$ cat src/rtl/serial_adder_pkg.sv
`default_nettype none
// ============================================================================
// Module      : serial_adder_pkg
// Description : Shared definitions for the digit-serial adder: the control
//               FSM state encoding and the digit-counter width helper.
// Revision    : 1.0 - initial release
// ============================================================================
package serial_adder_pkg;

    // Control FSM states, 2-bit explicit encoding.
    typedef enum logic [1:0] {
        IDLE = 2'd0,
        RUN  = 2'd1,
        DONE = 2'd2
    } state_t;

    // ceil(log2(n)) with a floor of 1 so a single-digit adder still gets a
    // legal one-bit counter.
    function automatic int cnt_width(input int n);
        int w;
        w = 1;
        while ((1 << w) < n) begin
            w = w + 1;
        end
        return w;
    endfunction

endpackage : serial_adder_pkg
`default_nettype wire

$ cat src/rtl/digit_adder.sv
`default_nettype none
// ============================================================================
// Module      : digit_adder
// Description : Combinational DIGIT-bit full adder used once per cycle by
//               the serial adder.
// Ports       : x, y  - DIGIT-bit addend digits
//               ci    - carry in
//               s     - DIGIT-bit digit sum
//               co    - carry out of the digit MSB
// Revision    : 1.0 - initial release
// ============================================================================
module digit_adder
    import serial_adder_pkg::*;
#(
    parameter int DIGIT = 2
) (
    input  logic [DIGIT-1:0] x,
    input  logic [DIGIT-1:0] y,
    input  logic             ci,
    output logic [DIGIT-1:0] s,
    output logic             co
);

    logic [DIGIT:0] w_total;

    assign w_total = {1'b0, x} + {1'b0, y} + {{DIGIT{1'b0}}, ci};
    assign s       = w_total[DIGIT-1:0];
    assign co      = w_total[DIGIT];

endmodule : digit_adder
`default_nettype wire

$ cat src/rtl/serial_adder.sv
`default_nettype none
// ============================================================================
// Module      : serial_adder
// Description : Digit-serial unsigned adder. Operands are captured on a
//               valid/ready handshake, added DIGIT bits per cycle LSB first,
//               and the result {cout,sum} = a + b + cin is held until taken.
// Parameters  : WIDTH   - operand/result width (multiple of DIGIT)
//               DIGIT   - bits added per cycle
//               USE_CIN - 1: full add with cin, 0: cin ignored
// Ports       : clk, rst           - clock, synchronous active-high reset
//               in_valid/in_ready  - operand handshake (ready only in IDLE)
//               a, b, cin          - operands and carry-in
//               out_valid/out_ready- result handshake (valid only in DONE)
//               sum, cout          - result and carry out of the MSB
//               ovf                - signed overflow (SERIAL_ADDER_OVF_EN only)
// Options     : define SERIAL_ADDER_OVF_EN to add the ovf output.
// Revision    : 1.0 - initial release
// ============================================================================
module serial_adder
    import serial_adder_pkg::*;
#(
    parameter int WIDTH   = 8,
    parameter int DIGIT   = 2,
    parameter int USE_CIN = 1
) (
    input  logic             clk,
    input  logic             rst,
    input  logic             in_valid,
    output logic             in_ready,
    input  logic [WIDTH-1:0] a,
    input  logic [WIDTH-1:0] b,
    input  logic             cin,
    output logic             out_valid,
    input  logic             out_ready,
    output logic [WIDTH-1:0] sum,
    output logic             cout
`ifdef SERIAL_ADDER_OVF_EN
    ,
    output logic             ovf
`endif
);

    localparam int c_num_digits = WIDTH / DIGIT;
    localparam int c_cnt_w      = cnt_width(c_num_digits);
    localparam logic [c_cnt_w-1:0] c_last_digit = c_cnt_w'(c_num_digits - 1);

    state_t             state_q, state_d;
    logic [c_cnt_w-1:0] cnt_q, cnt_d;
    logic               carry_q, carry_d;
    logic [WIDTH-1:0]   a_q, a_d;
    logic [WIDTH-1:0]   b_q, b_d;
    logic [WIDTH-1:0]   sum_q, sum_d;
    logic               cout_q, cout_d;
`ifdef SERIAL_ADDER_OVF_EN
    logic               ovf_q, ovf_d;
`endif

    logic               w_cin_eff;
    logic [DIGIT-1:0]   w_x;
    logic [DIGIT-1:0]   w_y;
    logic [DIGIT-1:0]   w_s;
    logic               w_co;
    logic               w_last;

    // ------------------------------------------------------------------
    // Carry-in selection is fixed at elaboration time.
    // ------------------------------------------------------------------
    generate
        if (USE_CIN != 0) begin : g_full_add
            assign w_cin_eff = cin;
        end else begin : g_half_add
            logic w_unused_cin;
            assign w_unused_cin = cin;
            assign w_cin_eff    = 1'b0;
        end
    endgenerate

    assign w_last = (cnt_q == c_last_digit);

    // Select the current operand digit with constant slices so that no
    // variable part-select is needed.
    always_comb begin
        w_x = '0;
        w_y = '0;
        for (int i = 0; i < c_num_digits; i++) begin
            if (cnt_q == c_cnt_w'(i)) begin
                w_x = a_q[i*DIGIT +: DIGIT];
                w_y = b_q[i*DIGIT +: DIGIT];
            end
        end
    end

    digit_adder #(
        .DIGIT (DIGIT)
    ) u_digit_adder (
        .x  (w_x),
        .y  (w_y),
        .ci (carry_q),
        .s  (w_s),
        .co (w_co)
    );

    // ------------------------------------------------------------------
    // State register (plus datapath registers)
    // ------------------------------------------------------------------
    always_ff @(posedge clk) begin
        if (rst) begin
            state_q <= IDLE;
            cnt_q   <= '0;
            carry_q <= 1'b0;
            a_q     <= '0;
            b_q     <= '0;
            sum_q   <= '0;
            cout_q  <= 1'b0;
`ifdef SERIAL_ADDER_OVF_EN
            ovf_q   <= 1'b0;
`endif
        end else begin
            state_q <= state_d;
            cnt_q   <= cnt_d;
            carry_q <= carry_d;
            a_q     <= a_d;
            b_q     <= b_d;
            sum_q   <= sum_d;
            cout_q  <= cout_d;
`ifdef SERIAL_ADDER_OVF_EN
            ovf_q   <= ovf_d;
`endif
        end
    end

    // ------------------------------------------------------------------
    // Next-state logic
    // ------------------------------------------------------------------
    always_comb begin
        state_d = state_q;
        unique case (state_q)
            IDLE:    if (in_valid)  state_d = RUN;
            RUN:     if (w_last)    state_d = DONE;
            DONE:    if (out_ready) state_d = IDLE;
            default:                state_d = IDLE;
        endcase
    end

    // ------------------------------------------------------------------
    // Datapath next values
    // ------------------------------------------------------------------
    always_comb begin
        cnt_d   = cnt_q;
        carry_d = carry_q;
        a_d     = a_q;
        b_d     = b_q;
        sum_d   = sum_q;
        cout_d  = cout_q;
`ifdef SERIAL_ADDER_OVF_EN
        ovf_d   = ovf_q;
`endif
        if (state_q == IDLE) begin
            if (in_valid) begin
                a_d     = a;
                b_d     = b;
                carry_d = w_cin_eff;
                cnt_d   = '0;
            end
        end else if (state_q == RUN) begin
            for (int i = 0; i < c_num_digits; i++) begin
                if (cnt_q == c_cnt_w'(i)) begin
                    sum_d[i*DIGIT +: DIGIT] = w_s;
                end
            end
            carry_d = w_co;
            if (w_last) begin
                cnt_d  = '0;
                cout_d = w_co;
`ifdef SERIAL_ADDER_OVF_EN
                // Carry into the MSB is recovered from the MSB sum bit:
                // c_msb = a_msb ^ b_msb ^ s_msb.
                ovf_d  = a_q[WIDTH-1] ^ b_q[WIDTH-1] ^ w_s[DIGIT-1] ^ w_co;
`endif
            end else begin
                cnt_d  = cnt_q + c_cnt_w'(1);
            end
        end
    end

    // ------------------------------------------------------------------
    // Outputs
    // ------------------------------------------------------------------
    always_comb begin
        in_ready  = (state_q == IDLE);
        out_valid = (state_q == DONE);
    end

    assign sum  = sum_q;
    assign cout = cout_q;
`ifdef SERIAL_ADDER_OVF_EN
    assign ovf  = ovf_q;
`endif

endmodule : serial_adder
`default_nettype wire

$ cat config.mk
export PLATFORM = sky130hd
export DESIGN_NAME = serial_adder
export DESIGN_NICKNAME = d
export VERILOG_FILES = /design/src/rtl/serial_adder_pkg.sv /design/src/rtl/digit_adder.sv /design/src/rtl/serial_adder.sv
export SDC_FILE = /design/constraint.sdc
export NUM_CORES = 1
export LEC_CHECK = 0
export CAP_MARGIN = 20
export CORE_ASPECT_RATIO = 0.75
export CORE_MARGIN = 2
export CORE_UTILIZATION = 52
export DETAILED_ROUTE_END_ITERATION = 10
export GPL_TIMING_DRIVEN = 0
export PLACE_DENSITY = 0.88
export SKIP_CTS_REPAIR_TIMING = 1
export SYNTH_ARGS = -nofsm -noshare
export SYNTH_HDL_FRONTEND = slang
export SYNTH_SLANG_ARGS = --single-unit
$ cat constraint.sdc
create_clock -name clk -period 3.7 [get_ports clk]
set_input_delay 0.925 -clock clk [delete_from_list [all_inputs] [get_ports clk]]
set_output_delay 0.925 -clock clk [all_outputs]
set_load 0.02 [all_outputs]
# Yosys cells after proc, flatten, opt, wreduce, memory -nomap -nowiden
# Cells that the tools add are included.
dict set report word_totals {
  word_cells 51
  in_bits 21
  out_inout_bits 11
  regBits 30
}
dict set report op_classes {
  bitwise_logic 1
  n_reduce_logical 10
  eq_ne 8
  n_mux 19
  n_addsub 3
}
# cell count
set ops {}
lappend ops {{2-to-1 mux 2 bit} 15}
lappend ops {{AND reduction 3 bit} 5}
lappend ops {{== test 2 bit, second input constant} 3}
lappend ops {{one-hot mux 2 bit (3 select lines)} 1}
lappend ops {{== test 2 x 1 -> 1 bit, second input constant} 2}
lappend ops {{logical NOT 2 bit} 2}
lappend ops {{!= test 2 bit, second input constant} 2}
lappend ops {{AND reduction 2 bit} 2}
lappend ops {{adder 2 x 2 -> 3 bit} 1}
lappend ops {{adder 3 x 1 -> 3 bit} 1}
lappend ops {{2-to-1 mux 1 bit} 3}
lappend ops {{adder 2 x 1 -> 2 bit, second input constant} 1}
lappend ops {{!= test 2 x 1 -> 1 bit, second input constant} 1}
lappend ops {{nonzero test 2 bit} 1}
lappend ops {{inverter 1 bit} 1}

# Logic depth before layout (Yosys ltp)
dict set report logic_depth {
  word_depth 9
  ltp_mapped 10
  mapped_depth_nobuf 9
}

# Hierarchy
# From an unflattened synthesis, not the netlist that was laid out.
dict set report unflattened {
  hier_cells 163
  area_unflattened_um2 1381.3
}
# module instances area_each_um2 seq_area_each_um2 cells_per_inst
set modules_own_cells {}
lappend modules_own_cells {serial_adder 1 1311.3 600.6 153}
lappend modules_own_cells {digit_adder 1 70.1 0.0 10}

# Worst setup path before layout
# OpenSTA, ideal clock, no wires.
dict set report synth_path {
  path_kind {register -> register}
  startpoint {register cnt_q[0]}
  endpoint {register sum_q[7] (netlist: sum[7])}
  path_buffers 1
  arrival_time_ns 2.336
  path_slack_ns 1.293
  setup_time_ns 0.071
  stages_incl_launch_ff 10
  t_required_ns 3.629
  synth_period_minus_slack_ns 2.407
  cell_sequence {dfxtp_1 ha_1 clkbuf_1 nor2b_1 a221oi_1 o31ai_1 fa_1 fa_1 nand3_1 a21oi_1}
}
dict set report synth_via {
  elab_chain_len 7
  word_cells_on_any_way 15
  classes_between {add/sub: 2; eq/ne: 3; mux: 8; reduce/logical: 2}
}
# item line_no
set synth_lines {}
lappend synth_lines {{from (decl)} serial_adder.sv:48} ;# logic [c_cnt_w-1:0] cnt_q, cnt_d;
lappend synth_lines {{from (signal assigned)} serial_adder.sv:120} ;# cnt_q <= cnt_d;
lappend synth_lines {{logical NOT 2 bit} serial_adder.sv:86} ;# if (cnt_q == c_cnt_w'(i)) begin
lappend synth_lines {{2-to-1 mux 2 bit (4 in a row)} serial_adder.sv:86}
lappend synth_lines {{adder 2 x 2 -> 3 bit (*)} digit_adder.sv:26} ;# assign w_total = {1'b0, x} + {1'b0, y} + {{DIGIT{1'b0}}, ci};
lappend synth_lines {{adder 3 x 1 -> 3 bit (*)} digit_adder.sv:26}
lappend synth_lines {{net u_digit_adder.s[1]} digit_adder.sv:20} ;# output logic [DIGIT-1:0] s,
lappend synth_lines {{to (signal assigned)} serial_adder.sv:124} ;# sum_q <= sum_d;
lappend synth_lines {{to (decl)} serial_adder.sv:52} ;# logic [WIDTH-1:0] sum_q, sum_d;
# Mark *: on every way through the listed nets, which the timed path passes. The rest lies on a longest branch.
# A chain may end at the register's enable or synchronous reset.

# Worst setup path after layout
# Ends and elaborated chain as after synthesis.

==> impl_metrics.py <==
metrics = {
    "setup_path": {
        "crit_arrival_ps": 3180,
        "worstPathRequired_ps": 3970,
        "worstReg2RegStart": "cnt_q[0]$_SDFFE_PP0P_",
        "path_class": "flop to flop",
        "r2r.worst_path.cells": 9,
        "worstPathMaxFanout": 8,
        "cp_slowest_cell": "fa_1",
        "rrSetupSlack_ps": 790,
        "cp-end-kind": "flop",
        "path_cells": "ha_1, clkbuf_1, nor2b_1, a221oi_1, o31ai_1, fa_1, fa_1, nand3_1, a21oi_1",
        "crit_path_frequent_cell": "fa_1",
        "startpoint": "cnt_q[0]$_SDFFE_PP0P_",
        "slowest_delay_ps": 580,
        "critPathLaunchType": "flop",
    },
    "final_layout": {
        "final_cell_area_sq_mm": 0.00177,
        "syn_to_final_growth_pct": 28.2,
        "nets": 212,
        "antennaDiodeCount": 0,
        "fill_cells": 210,
        "multi_input_area_sq_um": 692,
        "ff_latch_area_sq_um": 601,
        "layout-drive-gt1-share": 0.0649,
    },
    "global_routing": {
        "busiest_layer": "met2",
        "grt_pass1_vias": 1129,
        "use_met3": 0.0674,
        "grt_start_max_net_pins": 11,
        "antenna_found_initial": 0,
        "grt.total_usage": 0.217,
        "grtUsageMet2": 0.346,
        "grt_pass1_wl_um": 5090,
        "grt_overflow": 0,
        "grt_use_met1": 0.264,
    },
    "synth": {
        "muxShareOfSynthArea": 0.123,
        "syn_area_per_cell_sq_um": 9.34,
        "synth_top_area_frac": 0.434,
        "synth_xor_xnor_area_share": 0,
        "ys_seq_area_frac": 0.434,
        "synth_warnings": 0,
        "yosysTopAreaCell": "dfxtp_1",
        "synth_adder_area_share": 0.0652,
        "synthesis.area_sq_mm": 0.00138,
        "yosysUniqueCellTypes": 23,
        "synth_top_family_by_area": "simple AND/OR/NAND/NOR gates",
        "synthSimpleGateAreaFrac": 0.202,
        "synth_nets": 175,
        "synth-compound-area-share": 0.110,
        "syn_inst": 148,
        "netlist_top_cells_area": "dfxtp_1 43%, mux2i_1 12%, nor2_1 5.4%",
        "ys_ff_latch": 30,
    },
    "clocking": {
        "h-tree-depth": 2,
        "clk_path_buf_depth": 2,
        "cts_num_sinks": 30,
        "cts_tree": "built",
        "clk_pin_slew_ps": 90,
        "cts_root_buf": "clkbuf_4",
        "clk_latency_ps": 340,
        "cts_made_buffers": 5,
    },
    "timing": {
        "fin_crit_sh": 0.787,
        "hold_viol": 0,
        "timing.fmax_ghz": 0.343,
        "worstMarginPinSlew_ps": 487,
        "report.final.slew_viol_count": 0,
        "finalSetupTns_ps": 0,
        "period_needed_ps": 2910,
        "finalSetupViolations": 0,
        "rsz0062_at_grt": "no",
        "skew_ps": 12.9,
        "relSlewSlack": 0.676,
    },
    "worst_hold_path": {
        "hp-class": "flop to flop",
        "hp-start": "sum[3]$_SDFFE_PP0P_",
        "whs_path_depth": 2,
    },
    "route": {
        "drt_first_pass_iters": 4,
        "wl_per_cell_um": 13.6,
        "drt_wl_total_um": 3000,
        "drc": 0,
        "ant_nets": 0,
        "num_vias": 1173,
        "via_per_inst": 5.31,
        "drtIter0Drc": 73,
    },
    "power": {
        "leakage_nw": 0.671,
        "p_per_area_mw_per_mm2": 366,
        "ir_worst_vdd_uv": 207,
    },
    "floorplan": {
        "initial_core_util": 0.540,
        "core_sq_mm": 0.00256,
        "die_w_um": 63.5,
        "die_h_um": 48.7,
        "num_rows": 16,
        "pin_count": 32,
        "die_area_sq_mm": 0.00309,
    },
    "placed_design": {
        "numPortBuffers": 30,
        "place_area_sq_mm": 0.00173,
        "hpwl_um": 2300,
        "gp_congestion": 0.833,
    },
    "outcome": {
        "outcome": "finished clean",
    },
    "run": {
        "drv_cap": 0,
    },
}
[final timing paths]
check                              to
hold reg to reg   sum[3]$_SDFFE_PP0P_
setup reg to reg  sum[7]$_SDFFE_PP0P_
setup / recovery  sum[7]$_SDFFE_PP0P_
hold / removal    sum[3]$_SDFFE_PP0P_
[area by class of cell]
| class | count | share of cell area |
|---|---|---|
| Timing Repair Buffer | 30 | 0.169 |
| Multi-Input combinational cell | 103 | 0.390 |
| Clock buffer | 7 | 0.0254 |
| Sequential cell | 30 | 0.339 |
| Tap cell | 36 | 0.0254 |
| Buffer | 11 | 0.0423 |
| Inverter | 4 | 0.00847 |
[cells in the mapped netlist]
master and number:
nor2_1 20, nand2_1 13, nand2b_1 1, buf_12 1, a21oi_1 10, nand3b_1 4
clkbuf_1 6, o31ai_1 4, nor2b_1 9, buf_6 2, dfxtp_1 30, a2111oi_2 1
nor3_1 1, nor3b_2 1, ha_1 4, inv_1 4, nand3_1 9, a221oi_1 4
buf_2 2, mux2i_1 17, a22oi_1 2, fa_1 2, o21bai_1 1
[registers in the layout (all words and copies together), names as in the netlist]
name     flops
a_q          8
b_q          8
sum          8
cnt_q        2
state_q      2
carry_q      1
cout         1
[critical path, delay by kind of cell (launching register included)]
kind	cells	cell delay, ps
AOI/OAI and AO/OA	3	620
and+or+nand+nor	2	290
adders and majority gates	3	1180
buffers and inverters	1	320
DFF	1	430
[cells by family (layout without fill, tap and decap cells)]
kind of cell	Yosys count	count (layout)
AOI/OAI and AO/OA	22	22
adders and majority gates	6	6
buffers and inverters	15	52
DFF	30	30
muxes	17	17
and+or+nand+nor	58	58
[where the power goes]
group          switching [mW]  leakage [nW]  internal (mW)
clock                   0.106        0.0254         0.0714
sequential             0.0104         0.245          0.339
combinational          0.0592         0.400         0.0628
[metrics by stage]
stage               instances  utilization  hold slack, ps  setup WS (ps)  power (mW)
floorplan                 148            -             460           1290       0.432
global placement          214        0.674             443            975       0.472
detailed placement        214        0.674             453            815       0.479
CTS                       221        0.692             465            831       0.651
global route              221        0.692             485            658       0.680
finish                    221        0.692             461            789       0.649
[metal layers]
metal / wire, um / share of wire / up-vias
li1: - / - / 582
met1: 1320 / 0.44 / 547
met2: 1430 / 0.48 / 36
met3: 198 / 0.066 / 8
met4: 54 / 0.018 / 0
met5: 0 / 0 / -
[cells in the final DEF (no fill, tap or decap), types with 5 or more instances in the layout]
cell type,n
nor2_1,20
a21oi_1,10
clkbuf_1,8
nand3_1,9
clkdlybuf4s50_1,30
nand2_1,13
dfxtp_1,30
mux2i_1,17
nor2b_1,9
clkbuf_4,5
Power figures use the tool's default switching activity.
==> variant 1: new RTL, config.mk and constraints unchanged <==
`USE_CIN`: 1 -> 0. Comments in the files are not updated.
--- a/src/rtl/serial_adder.sv
+++ b/src/rtl/serial_adder.sv
@@ -21,7 +21,7 @@
 #(
     parameter int WIDTH   = 8,
     parameter int DIGIT   = 2,
-    parameter int USE_CIN = 1
+    parameter int USE_CIN = 0
 ) (
     input  logic             clk,
     input  logic             rst,
Formal check against the unedited RTL: not equivalent (a bounded check fails within 4 cycles, from zero or initial values and one cycle with rst high).
==> variant 1 against the unedited design <==
Synthesized cell count increased by 7.4%; power rose by 24%; routed wire length rose by 12%; critical path depth did not move; setup slack better by 0.26 ns; cell area increased by 18%; synthesized area increased by 19%; first-iteration DRC count down 44%; sequential cell count stayed put; non-clock buffer count did not move; critical path type unchanged; largest cell class unchanged.
==> variant 1: results (changes against the unedited design) <==
Worst setup path:
- The largest stage delay on the critical path is 0.55 ns (-0.03 ns).
- The internal reg-to-reg setup slack is 1.05 ns (+0.26 ns).
- The largest driver fanout on the critical path is 9 (+1).
- The end of the worst register-to-register path is sum[7]$_SDFFE_PP0P_.
- The data arrival time of the critical path is 2.86 ns (-0.32 ns).
- In this design, the largest share of critical-path delay is due to adder cells.

Detailed routing:
- The amount of wire on met3 after detailed routing is 171 µm (-14%).
- The routed length on met1 is 1.60 mm (+21%).
- The detail-routed via count per cell is 5.23 (-1.4%).
- The routed wire length is 3.36 mm (+12%).
- The violation count after the first detailed-route iteration came to 41 (-44%).

GRT:
- The total global routing track utilization is 21.8% (+0.14 points).
- The met3 track utilization from global routing was 7.31% (+0.57 points).
- The met1 usage in global routing is 27.3% (+0.81 points).
- The first-pass GRT wire length is 5.69 mm (+12%).
- The met2 track demand over resource in global routing came to 34.3% (-0.27 points).
- The via count of the first global-routing pass is 1263 (+12%).

CTS:
- The root buffer cell is sky130_fd_sc_hd__clkbuf_8.
- The clock slew seen by the registers of the worst setup and hold paths is 0.06 ns (-0.03 ns).
- The clock latency of the later-clocked register in the worst-skew pair came to 0.28 ns (-0.06 ns).

Yosys:
- By area the synthesized netlist is led by sky130_fd_sc_hd__dfxtp_1 37%, sky130_fd_sc_hd__nand2b_1 17%, sky130_fd_sc_hd__mux2i_1 15%, sky130_fd_sc_hd__a211oi_1 3.7%, sky130_fd_sc_hd__nand3b_1 3.2%.
- The net count of the mapped netlist is 186 (+6.3%).
- The distinct cell type count after synthesis came to 28 (+22%).
- The sequential share of the synthesized area is 36.6% (-6.8 points).

Layout:
- The share of layout cells above drive strength 1 was 12.7% (+6.2 points).
- The final net count is 223 (+5.2%).
- The multi-input logic area is 956 µm² (+38%).
- The filler cell count in the final layout is 228 (+8.6%).

Run status:
- The run finished with clean final reports.

Hold path:
- The hold path startpoint is sum[5]$_SDFFE_PP0P_.

Pwr:
- The leakage power is 0.838 nW (+25%).
- The worst-case vdd ir drop is 0.000228 V (+11%).

STA:
- The maximum clock skew at final layout came to 0.00554 ns (-0.00733 ns).
- The slew at the pin closest to its max-slew limit is 0.412 ns (-0.0752 ns).

Placement:
- The weighted congestion reported at the end of routability-driven placement was 0.776 (-6.8%).
- The total half-perimeter wirelength after legalization and detailed placement was 2.52 mm (+9.9%).
[variant 1: cell count changes in the layout (fill, tap and decap cells not counted), moves of 4 or more]
cell,before,now
sky130_fd_sc_hd__nand2b_1,1,45
sky130_fd_sc_hd__nor3b_1,0,4
sky130_fd_sc_hd__a21oi_1,10,0
sky130_fd_sc_hd__clkbuf_4,5,0
sky130_fd_sc_hd__nor2b_1,9,4
sky130_fd_sc_hd__nor2_1,20,1
sky130_fd_sc_hd__o31ai_1,4,0
sky130_fd_sc_hd__mux2i_1,17,25
sky130_fd_sc_hd__a221oi_1,4,0
sky130_fd_sc_hd__nand2_1,13,0
sky130_fd_sc_hd__clkbuf_8,0,5
sky130_fd_sc_hd__nand3_1,9,0
sky130_fd_sc_hd__a211oi_1,0,8
[variant 1: cell type report]
cell class,count,share of cell area (%)
sequential,30,28.6
clock buffer,5,3.28
inverter,3,0.537
timing repair buffer,30,14.3
clock inverter,3,1.91
tap,38,2.27
multi-input combinational,115,45.6
buffer,11,3.46
[variant 1: how the worst min path moves through the flow]
stage | to | slack (ns) | depth (start not counted)
after floorplan | a_q[0]$_SDFFE_PP0P_ | 0.45 | 2
after global placement | sum[2]$_SDFFE_PP0P_ | 0.46 | 2
after detailed placement | b_q[0]$_SDFFE_PP0P_ | 0.46 | 2
after CTS | b_q[0]$_SDFFE_PP0P_ | 0.48 | 2
after global routing | sum[5]$_SDFFE_PP0P_ | 0.49 | 2
final | sum[5]$_SDFFE_PP0P_ | 0.48 | 2
[variant 1: tightest hold or removal path: cells and delay by family, from the launching register on]
| kind | cells | cell delay, ns |
|---|---|---|
| flip-flops | 1 | 0.31 |
| multiplexers | 1 | 0.06 |
| AND/OR/NAND/NOR | 1 | 0.06 |
[variant 1: per-stage QoR]
step	cell area [µm²]	power (W)	worst slack, ns	std cells	util, %
after floorplan	1640	0.000440	1.38	159	-
after global placement	1990	0.000483	1.19	227	66.8
after detailed placement	1990	0.000487	1.04	227	66.8
after CTS	2100	0.000813	1.03	235	70.4
after global routing	2100	0.000838	0.884	235	70.4
final	2100	0.000806	1.05	235	70.4
[variant 1: logic make-up (layout without fill, tap and decap cells)]
logic type                 count (synthesis)  count (layout)  share of synthesized area, %
AOI/OAI and AO/OA                         13              13                          7.25
adders and majority gates                  6               6                          5.49
buffers and inverters                     14              52                          5.11
DFF                                       30              30                          36.6
muxes                                     25              25                          15.3
and+or+nand+nor                           71              71                          30.3
[variant 1: power breakdown]
group / total [W] / switching [W] / internal [W] / leakage (nW)
Sequential: 0.000352 / 0.0000116 / 0.000340 / 0.245
Clock: 0.000325 / 0.000127 / 0.000198 / 0.0579
Combinational: 0.000129 / 0.0000576 / 0.0000714 / 0.535
Total: 0.000806 / 0.000196 / 0.000609 / 0.838
==> variant 2: new RTL, same flow settings <==
Without the edit above. Encoding of `state_t`: now one-hot (3 bits for 3 states).
--- a/src/rtl/serial_adder_pkg.sv
+++ b/src/rtl/serial_adder_pkg.sv
@@ -8,10 +8,10 @@
 package serial_adder_pkg;
 
     // Control FSM states, 2-bit explicit encoding.
-    typedef enum logic [1:0] {
-        IDLE = 2'd0,
-        RUN  = 2'd1,
-        DONE = 2'd2
+    typedef enum logic [2:0] {
+        IDLE = 3'b001,
+        RUN  = 3'b010,
+        DONE = 3'b100
     } state_t;
 
     // ceil(log2(n)) with a floor of 1 so a single-digit adder still gets a
Behaviour: same outputs for any inputs over 10 cycles, from zero or initial values and one cycle with rst high; not proved beyond that.
==> variant 2 against the unedited design <==
Fmax is 1.2% higher; sequential cell count increased by 1; routed wire length increased by 18%; count of clock-buffer cells in the layout unchanged; sequential share of layout area is 1.4 points lower; synthesized area is 7.3% higher; die area up 6.8%; setup slack improved by 0.035 ns; cell area up 7.8%; critical path type unchanged; critical endpoint is now carry_q$_SDFFE_PP0P_; largest cell class unchanged.
Power is not compared: it rests on default switching activity, and its combinational part moved more than twofold at a synthesized area within 25%.
==> variant 2: results (changes against the unedited design) <==
STA:
- The maximum clock skew at final layout is 0.00861 ns (-0.00426 ns).
- The slew at the pin closest to its max-slew limit came to 0.460 ns (-0.0268 ns).

GRT:
- The met2 track demand over resource in global routing came to 40.6% (+6.0 points).
- The via count of the first global-routing pass is 1312 (+16%).
- The met1 usage in global routing is 28.8% (+2.3 points).
- The met3 track utilization from global routing came to 8.52% (+1.8 points).

Detailed routing:
- The detail-routed via count per cell came to 5.27 (-0.69%).
- The violation count after the first detailed-route iteration is 87 (+19%).
- The first-pass iteration count of the detailed router was 6 (+2).

Worst setup path:
- The largest stage delay on the critical path is 0.41 ns (-0.17 ns).
- The dominant delay contributor by cell family on the critical path is adder cells.
- The data arrival time of the critical path was 3.03 ns (-0.15 ns).
- The largest driver fanout on the critical path is 9 (+1).

Placement:
- The weighted congestion reported at the end of routability-driven placement is 0.790 (-5.1%).
- The cell area after placement is 1830 µm² (+5.9%).
- The total half-perimeter wirelength after legalization and detailed placement was 2.58 mm (+13%).
- The setup slack at placement is 0.821 ns (+0.00578 ns).

Yosys:
- The sequential share of the synthesized area is 41.8% (-1.6 points).
- By area the synthesized netlist is led by sky130_fd_sc_hd__dfxtp_1 42%, sky130_fd_sc_hd__a21oi_1 9.4%, sky130_fd_sc_hd__nand2_1 9.4%, sky130_fd_sc_hd__mux2i_1 6.1%, sky130_fd_sc_hd__and4bb_2 4.2%.
- By count the netlist is led by 37 x sky130_fd_sc_hd__nand2_1, 31 x sky130_fd_sc_hd__dfxtp_1, 28 x sky130_fd_sc_hd__a21oi_1.

CTS:
- The total clock buffers created by CTS came to 5 (unchanged).
- The clock latency of the later-clocked register in the worst-skew pair came to 0.28 ns (-0.06 ns).
- The clock slew seen by the registers of the worst setup and hold paths is 0.07 ns (-0.02 ns).
- The tree is rooted in a sky130_fd_sc_hd__clkbuf_8.

Layout:
- The share of layout cells above drive strength 1 is 10.9% (+4.4 points).
- The filler cell count in the final layout is 203 (-3.3%).

Run status:
- The flow ran to the end, and the final reports show no timing, DRC or antenna violations.
[variant 2: changes by cell type in the layout (fill, tap and decap cells not counted), sizes merged, moves of 5 or more]
cell	delta
nand3	-6
nor2b	-9
a21oi	+18
nor2	-9
and4bb	+5
nand2	+24
mux2i	-8
[variant 2: worst register-to-register path, cell delays in order, from the launching register on]
cell                       delay, ns
sky130_fd_sc_hd__dfxtp_1        0.38
sky130_fd_sc_hd__inv_1          0.09
sky130_fd_sc_hd__ha_1           0.19
sky130_fd_sc_hd__clkbuf_1       0.21
sky130_fd_sc_hd__a21oi_1        0.17
sky130_fd_sc_hd__o21ai_0        0.11
sky130_fd_sc_hd__a22o_1         0.22
sky130_fd_sc_hd__fa_1           0.41
sky130_fd_sc_hd__fa_1           0.41
sky130_fd_sc_hd__or3b_1         0.38
sky130_fd_sc_hd__a21oi_1        0.13
sky130_fd_sc_hd__nor3_1         0.05
[variant 2: area by class of cell]
cell class                      count  share of cell area, %
Buffer                             13                   3.99
Clock buffer                        7                   3.99
Multi-Input combinational cell    122                   39.8
Clock inverter                      1                  0.262
Timing Repair Buffer               30                   15.7
Inverter                            7                   1.38
Sequential cell                    31                   32.5
Tap cell                           36                   2.36
[variant 2: final timing paths]
path | depth (start not counted) | end | startpoint | slack [ns]
worst min-delay path | 2 | b_q[5]$_SDFFE_PP0P_ | b_q[5]$_SDFFE_PP0P_ | 0.46
worst max register to register | 11 | carry_q$_SDFFE_PP0P_ | cnt_q[1]$_SDFFE_PP0P_ | 0.82
worst min register to register | 2 | b_q[5]$_SDFFE_PP0P_ | b_q[5]$_SDFFE_PP0P_ | 0.46
worst max-delay path | 11 | carry_q$_SDFFE_PP0P_ | cnt_q[1]$_SDFFE_PP0P_ | 0.82
[variant 2: cell families (layout without fill, tap and decap cells)]
| kind of cell | Yosys count | count (layout) | share of synthesized area, % |
|---|---|---|---|
| compound gates | 39 | 39 | 14.9 |
| mux | 9 | 9 | 6.07 |
| flops | 31 | 31 | 41.8 |
| buf+inv | 20 | 58 | 6.91 |
| simple gates | 68 | 68 | 24.2 |
| fa+ha+maj | 6 | 6 | 6.07 |
[variant 2: through the flow]
step | cells | power [W]
floorplan | 173 | 0.000654
global placement | 239 | 0.000738
detailed placement | 239 | 0.000759
CTS | 247 | 0.00101
global route | 247 | 0.00107
finish | 247 | 0.00101
[variant 2: power breakdown]
group	internal, W	switching [W]	total, W
logic	0.000159	0.000180	0.000340
registers	0.000381	0.0000322	0.000413
clock network	0.000132	0.000121	0.000253
[variant 2: routing by layer]
metal  share of wire (%)  vias to the layer above  routed length [µm]
li1                    -                      655                   -
met1                  42                      612                1500
met2                  51                       30                1790
met3                 6.2                        5                 218
met4                0.88                        0                  31
met5                   0                        -                   0
